[src/rtl/conv_frame_encoder.sv]
`default_nettype none
// ============================================================================
// conv_frame_encoder : framed rate-1/2 K=3 (7,5) convolutional encoder with
//                      zero-tail termination and a valid/ready output slot
// Revision 1.0
// ============================================================================
module conv_frame_encoder (
  input  logic       clock,
  input  logic       rst,
  input  logic       start,
  input  logic [7:0] frame_len,
  input  logic       in_valid,
  input  logic       in_bit,
  output logic       in_ready,
  output logic       out_valid,
  output logic [1:0] out_sym,
  output logic       out_last,
  input  logic       out_ready,
  output logic       busy,
  output logic       frame_done,
  output logic [1:0] enc_state
);

  localparam logic [1:0] c_IDLE  = 2'd0;
  localparam logic [1:0] c_DATA  = 2'd1;
  localparam logic [1:0] c_TAIL  = 2'd2;
  localparam logic [1:0] c_DRAIN = 2'd3;

  logic [1:0] r_state;
  logic [1:0] w_next_state;
  logic [1:0] r_sreg;
  logic [7:0] r_bit_cnt;
  logic [1:0] r_tail_cnt;
  logic       r_out_valid;
  logic [1:0] r_out_sym;
  logic       r_out_last;
  logic       r_frame_done;

  logic       w_slot_free;
  logic       w_in_hs;
  logic       w_tail_load;
  logic       w_frame_start;
  logic       w_load;
  logic       w_u;
  logic       w_final_out_hs;

  assign w_slot_free    = !r_out_valid || out_ready;
  assign w_in_hs        = in_valid && in_ready;
  assign w_load         = w_in_hs || w_tail_load;
  assign w_u            = (r_state == c_TAIL) ? 1'b0 : in_bit;
  assign w_final_out_hs = r_out_valid && out_ready && r_out_last;

  always_ff @(posedge clock) begin
    if (rst) begin
      r_state <= c_IDLE;
    end else begin
      r_state <= w_next_state;
    end
  end

  always_comb begin
    w_next_state = r_state;
    case (r_state)
      c_IDLE:  if (start && frame_len != 8'd0) w_next_state = c_DATA;
      c_DATA:  if (w_in_hs && r_bit_cnt == 8'd1) w_next_state = c_TAIL;
      c_TAIL:  if (w_slot_free && r_tail_cnt == 2'd1) w_next_state = c_DRAIN;
      c_DRAIN: if (w_final_out_hs) w_next_state = c_IDLE;
      default: w_next_state = c_IDLE;
    endcase
  end

  // in_ready is forced low while rst is high, whatever the current state
  always_comb begin
    in_ready      = 1'b0;
    busy          = 1'b0;
    w_tail_load   = 1'b0;
    w_frame_start = 1'b0;
    case (r_state)
      c_IDLE: w_frame_start = start && (frame_len != 8'd0);
      c_DATA: begin
        busy     = 1'b1;
        in_ready = w_slot_free && !rst;
      end
      c_TAIL: begin
        busy        = 1'b1;
        w_tail_load = w_slot_free;
      end
      c_DRAIN: busy = 1'b1;
      default: busy = 1'b0;
    endcase
  end

  always_ff @(posedge clock) begin
    if (rst) begin
      r_sreg       <= 2'b00;
      r_bit_cnt    <= 8'd0;
      r_tail_cnt   <= 2'd0;
      r_out_valid  <= 1'b0;
      r_out_sym    <= 2'b00;
      r_out_last   <= 1'b0;
      r_frame_done <= 1'b0;
    end else begin
      r_frame_done <= (r_state == c_DRAIN) && w_final_out_hs;
      if (w_frame_start) begin
        r_bit_cnt <= frame_len;
        r_sreg    <= 2'b00;
      end
      if (w_in_hs) begin
        r_bit_cnt <= r_bit_cnt - 8'd1;
        if (r_bit_cnt == 8'd1) r_tail_cnt <= 2'd2;
      end
      if (w_tail_load) r_tail_cnt <= r_tail_cnt - 2'd1;
      if (w_load) begin
        r_out_sym   <= {w_u ^ r_sreg[1] ^ r_sreg[0], w_u ^ r_sreg[0]};
        r_out_valid <= 1'b1;
        r_out_last  <= w_tail_load && (r_tail_cnt == 2'd1);
        r_sreg      <= {w_u, r_sreg[1]};
      end else if (out_ready) begin
        r_out_valid <= 1'b0;
        r_out_last  <= 1'b0;
      end
    end
  end

  assign out_valid  = r_out_valid;
  assign out_sym    = r_out_sym;
  assign out_last   = r_out_last;
  assign frame_done = r_frame_done;
  assign enc_state  = r_sreg;

endmodule
`default_nettype wire

[config.mk]
export PLATFORM = sky130hd
export DESIGN_NAME = conv_frame_encoder
export DESIGN_NICKNAME = d
export VERILOG_FILES = /design/src/rtl/conv_frame_encoder.sv
export SDC_FILE = /design/constraint.sdc
export NUM_CORES = 1
export LEC_CHECK = 0
export BUFFER_PORTS_ARGS = -buffer_cell sky130_fd_sc_hd__buf_4
export CAP_MARGIN = 40
export CORE_MARGIN = 2
export CORE_UTILIZATION = 36
export DETAILED_ROUTE_END_ITERATION = 12
export PLACE_DENSITY = 0.62
export SKIP_CTS_REPAIR_TIMING = 1
export SLEW_MARGIN = 0
export SYNTH_ARGS = -nofsm -noshare
export SYNTH_HDL_FRONTEND = slang
export SYNTH_SLANG_ARGS = --single-unit
export TNS_END_PERCENT = 10
[constraint.sdc]
create_clock -name clock -period 1.55 [get_ports clock]
set_input_delay 0.31 -clock clock [delete_from_list [all_inputs] [get_ports clock]]
set_output_delay 0.31 -clock clock [all_outputs]
set_load 0.1 [all_outputs]
==> metrics.txt <==
# TYPE chip_impl_metric gauge
chip_impl_info{name="run_status",value="finished with violations"} 1
chip_impl_info{name="violations",value="negative setup slack"} 1
chip_impl_metric{name="cts-htree-levels",unit=""} 1
chip_impl_metric{name="worst_slack",unit="ps"} -297
chip_impl_metric{name="peakVddDrop",unit="mV"} 0.651
chip_impl_metric{name="skew",unit="ps"} 2.15
chip_impl_metric{name="power.density_cell_area",unit="mW/mm2"} 1750
chip_impl_metric{name="numPortBuffers",unit=""} 22
chip_impl_metric{name="cts_buffer_count",unit=""} 3
chip_impl_metric{name="gr-total-overflow",unit=""} 0
chip_impl_info{name="cp-end-kind",value="flip-flop"} 1
chip_impl_metric{name="post_synth_instance_area",unit="mm2"} 0.00112
chip_impl_metric{name="synth-seq-cells",unit=""} 19
chip_impl_metric{name="avgSynthCellArea",unit="um2"} 9.24
chip_impl_metric{name="synthCells",unit=""} 121
chip_impl_metric{name="route.detailed.drc",unit=""} 0
chip_impl_metric{name="cts_max_path_buffers",unit=""} 2
chip_impl_metric{name="detail_placement_hpwl",unit="um"} 2140
chip_impl_metric{name="postRouteAntennaNets",unit=""} 0
chip_impl_metric{name="detailroute.via_count",unit=""} 1075
chip_impl_metric{name="floorplan.io_pins",unit=""} 23
chip_impl_metric{name="crit_fanout",unit=""} 5
chip_impl_metric{name="yosysUniqueCellTypes",unit=""} 43
chip_impl_metric{name="total_power",unit="mW"} 2.81
chip_impl_metric{name="worst-r2r-cell-count",unit=""} 7
chip_impl_metric{name="max_freq",unit="MHz"} 541
chip_impl_metric{name="min_period",unit="ps"} 1850
chip_impl_metric{name="grt_pass1_vias",unit=""} 1092
chip_impl_metric{name="synth_seq_area_share",unit=""} 0.340
chip_impl_metric{name="clkSlewWorstSetupHoldPaths",unit="ps"} 120
chip_impl_info{name="setup_repair_after_global_routing_missed_its_margin",value="yes"} 1
chip_impl_metric{name="power_leakage",unit="nW"} 0.651
chip_impl_metric{name="timing_worst_slew_pin_value",unit="ps"} 308
chip_impl_metric{name="layout-area-overhead-vs-synth",unit="%"} 43.7
chip_impl_metric{name="asyncSetResetFlopFracSynth",unit=""} 0
chip_impl_metric{name="floorplan.initialDensity",unit=""} 0.373
chip_impl_info{name="cts.root.buffer_cell",value="clkbuf_4"} 1
chip_impl_metric{name="die_h",unit="um"} 59.7
chip_impl_metric{name="timing.critical_path.required",unit="ps"} 1750
chip_impl_metric{name="detailedRoute.firstPassIterationCount",unit=""} 4
chip_impl_info{name="netlist_top_cells_area",value="dfxtp_1 34%, ha_1 7.8%, a21oi_1 4.9%"} 1
chip_impl_metric{name="floorplan.die_area",unit="mm2"} 0.00357
chip_impl_metric{name="rows",unit=""} 20
chip_impl_metric{name="number_of_antenna_violations_at_the_first_check_in_global_routing",unit=""} 0
chip_impl_info{name="layout.cells.most_common_list",value="43 x buf_4, 15 x dfxtp_1, 10 x a21oi_1"} 1
chip_impl_metric{name="maximum_number_of_pins_on_one_net_before_global_route_repair",unit=""} 20
chip_impl_metric{name="global_route.usage.total",unit=""} 0.175
chip_impl_metric{name="worst_hold_path.num_cells",unit=""} 3
chip_impl_metric{name="final.setup.tns",unit="ps"} -2070
chip_impl_metric{name="timing.critical_path.arrival",unit="ps"} 2050
chip_impl_metric{name="setup_viol",unit=""} 15
chip_impl_info{name="worstSetupPathType",value="reg2reg"} 1
chip_impl_metric{name="yosysWarnings",unit=""} 0
chip_impl_metric{name="fin_hold_ws",unit="ps"} 286
chip_impl_info{name="layout_commonest_cell",value="buf_4"} 1
chip_impl_metric{name="global_route_wire_length_before_repair",unit="um"} 4750
chip_impl_metric{name="post_dp_cell_area",unit="mm2"} 0.00147
chip_impl_metric{name="gp_congestion",unit=""} 0.822
chip_impl_metric{name="drt-vias-per-instance",unit=""} 5.38
chip_impl_metric{name="post-route-cell-area",unit="mm2"} 0.00161
chip_impl_metric{name="numClockSinks",unit=""} 19
chip_impl_metric{name="timing.final.max_slew_violations",unit=""} 0
chip_impl_metric{name="postRouteWirelength",unit="um"} 2800
chip_impl_metric{name="filler_cell_count",unit=""} 284
chip_impl_metric{name="fp.coreArea",unit="mm2"} 0.00300
chip_impl_metric{name="syn_nets",unit=""} 142
chip_impl_metric{name="timing.slew.headroom",unit=""} 0.792
chip_impl_info{name="netlist.top_cell.by_area",value="dfxtp_1"} 1
chip_impl_metric{name="drt_first_iter_violations",unit=""} 8
chip_impl_metric{name="synth.top_cell.area_share",unit=""} 0.340
chip_impl_metric{name="detail_route.wl_per_cell",unit="um"} 14.0
chip_impl_metric{name="die_width",unit="um"} 59.7
chip_impl_metric{name="timing.max_cap.violations",unit=""} 0
chip_impl_metric{name="number_of_flops_mapped_to_enable_cells_by_yosys",unit=""} 0
chip_impl_metric{name="finalNetCount",unit=""} 189
chip_impl_metric{name="hold_viol",unit=""} 0
chip_impl_info{name="synthFlopType",value="dfxtp_1"} 1
chip_impl_metric{name="clock_insertion_delay_worst_skew",unit="ps"} 300
chip_impl_metric{name="fraction_of_final_layout_cells_with_drive_strength_greater_than_1",unit=""} 0.491
chip_impl_metric{name="final_min_period_over_clock_period",unit=""} 1.19
chip_impl_info{name="hold_path.class",value="in2reg"} 1
chip_impl_metric{name="insertedDiodeCount",unit=""} 0
chip_impl_info{name="worst_setup_path_start_kind",value="flip-flop"} 1
chip_impl_info{name="cts_tree",value="built"} 1
## sequential cells by signal (all words and copies together), names as in the netlist
signal,cells
r_bit_cnt,8
enc_state,2
out_sym,2
r_state,2
r_tail_cnt,2
frame_done,1
out_last,1
out_valid,1
## per-layer routing
| layer | share of wire | up-vias | wire, um | global-route usage |
|---|---|---|---|---|
| met1 | 0.43 | 511 | 1220 | 0.208 |
| li1 | - | 545 | - | - |
| met2 | 0.53 | 17 | 1490 | 0.315 |
| met4 | 0.0032 | 0 | 9 | 0.0698 |
| met5 | 0 | - | 0 | 0 |
| met3 | 0.028 | 2 | 79 | 0.0238 |
## worst paths after layout
check / startpoint / endpoint / slack [ps]
max: r_state[1] / r_bit_cnt[5] / -300
min: frame_len[4] / r_bit_cnt[4] / 290
max reg2reg: r_state[1] / r_bit_cnt[5] / -300
min reg2reg: out_sym[1] / out_sym[1] / 470
## area by class of cell
cell class / count / area (um2) / share of cell area
clock buffers: 3 / 22.5 / 0.0140
clock inverters: 1 / 5.00 / 0.00311
flip-flops and latches: 19 / 388 / 0.241
inverters: 10 / 37.5 / 0.0233
multi-input cells: 88 / 748 / 0.465
repair buffers: 46 / 365 / 0.227
well taps: 33 / 41.3 / 0.0257
## critical path: stages (launching register included)
cell      delay, ps
dfxtp_2         340
inv_2            70
ha_4            140
nor2b_4         180
nand3_4          80
or4_4           550
o311ai_4        290
a21oi_1          90
## synthesized netlist by cell type (all sizes together) (2+ instances only)
library cell  instances
xnor2                 2
clkbuf                3
dfxtp                19
or3                   2
nand3                 9
nor2                  4
a211oi                4
nor2b                 2
ha                    7
or2                   2
nand2                10
a31oi                 3
and3                  2
inv                  10
a311oi                2
or4                   4
a21oi                11
o21ai                 3
o211ai                5
## per-stage QoR
step | setup WS (ps) | util | std cells
6_report | -297 | 0.535 | 200
5_1_grt | -402 | 0.535 | 200
4_1_cts | -305 | 0.498 | 198
3_5_place_dp | -306 | 0.489 | 194
3_3_place_gp | -255 | 0.489 | 194
2_1_floorplan | -151 | - | 121
## power breakdown
| group | internal [mW] | total (mW) | switching [mW] |
|---|---|---|---|
| clock | 0.0963 | 0.269 | 0.173 |
| sequential | 0.625 | 0.716 | 0.0915 |
| combinational | 0.753 | 1.82 | 1.07 |
| total | 1.47 | 2.81 | 1.33 |
## logic make-up after synthesis
group	count (synthesis)	share of synthesized area
simple gates	42	0.251
compound gates	37	0.253
flops	19	0.340
buf+inv	14	0.0626
fa+ha+maj	7	0.0783
xor+xnor	2	0.0157
Power figures use the tool's default switching activity.
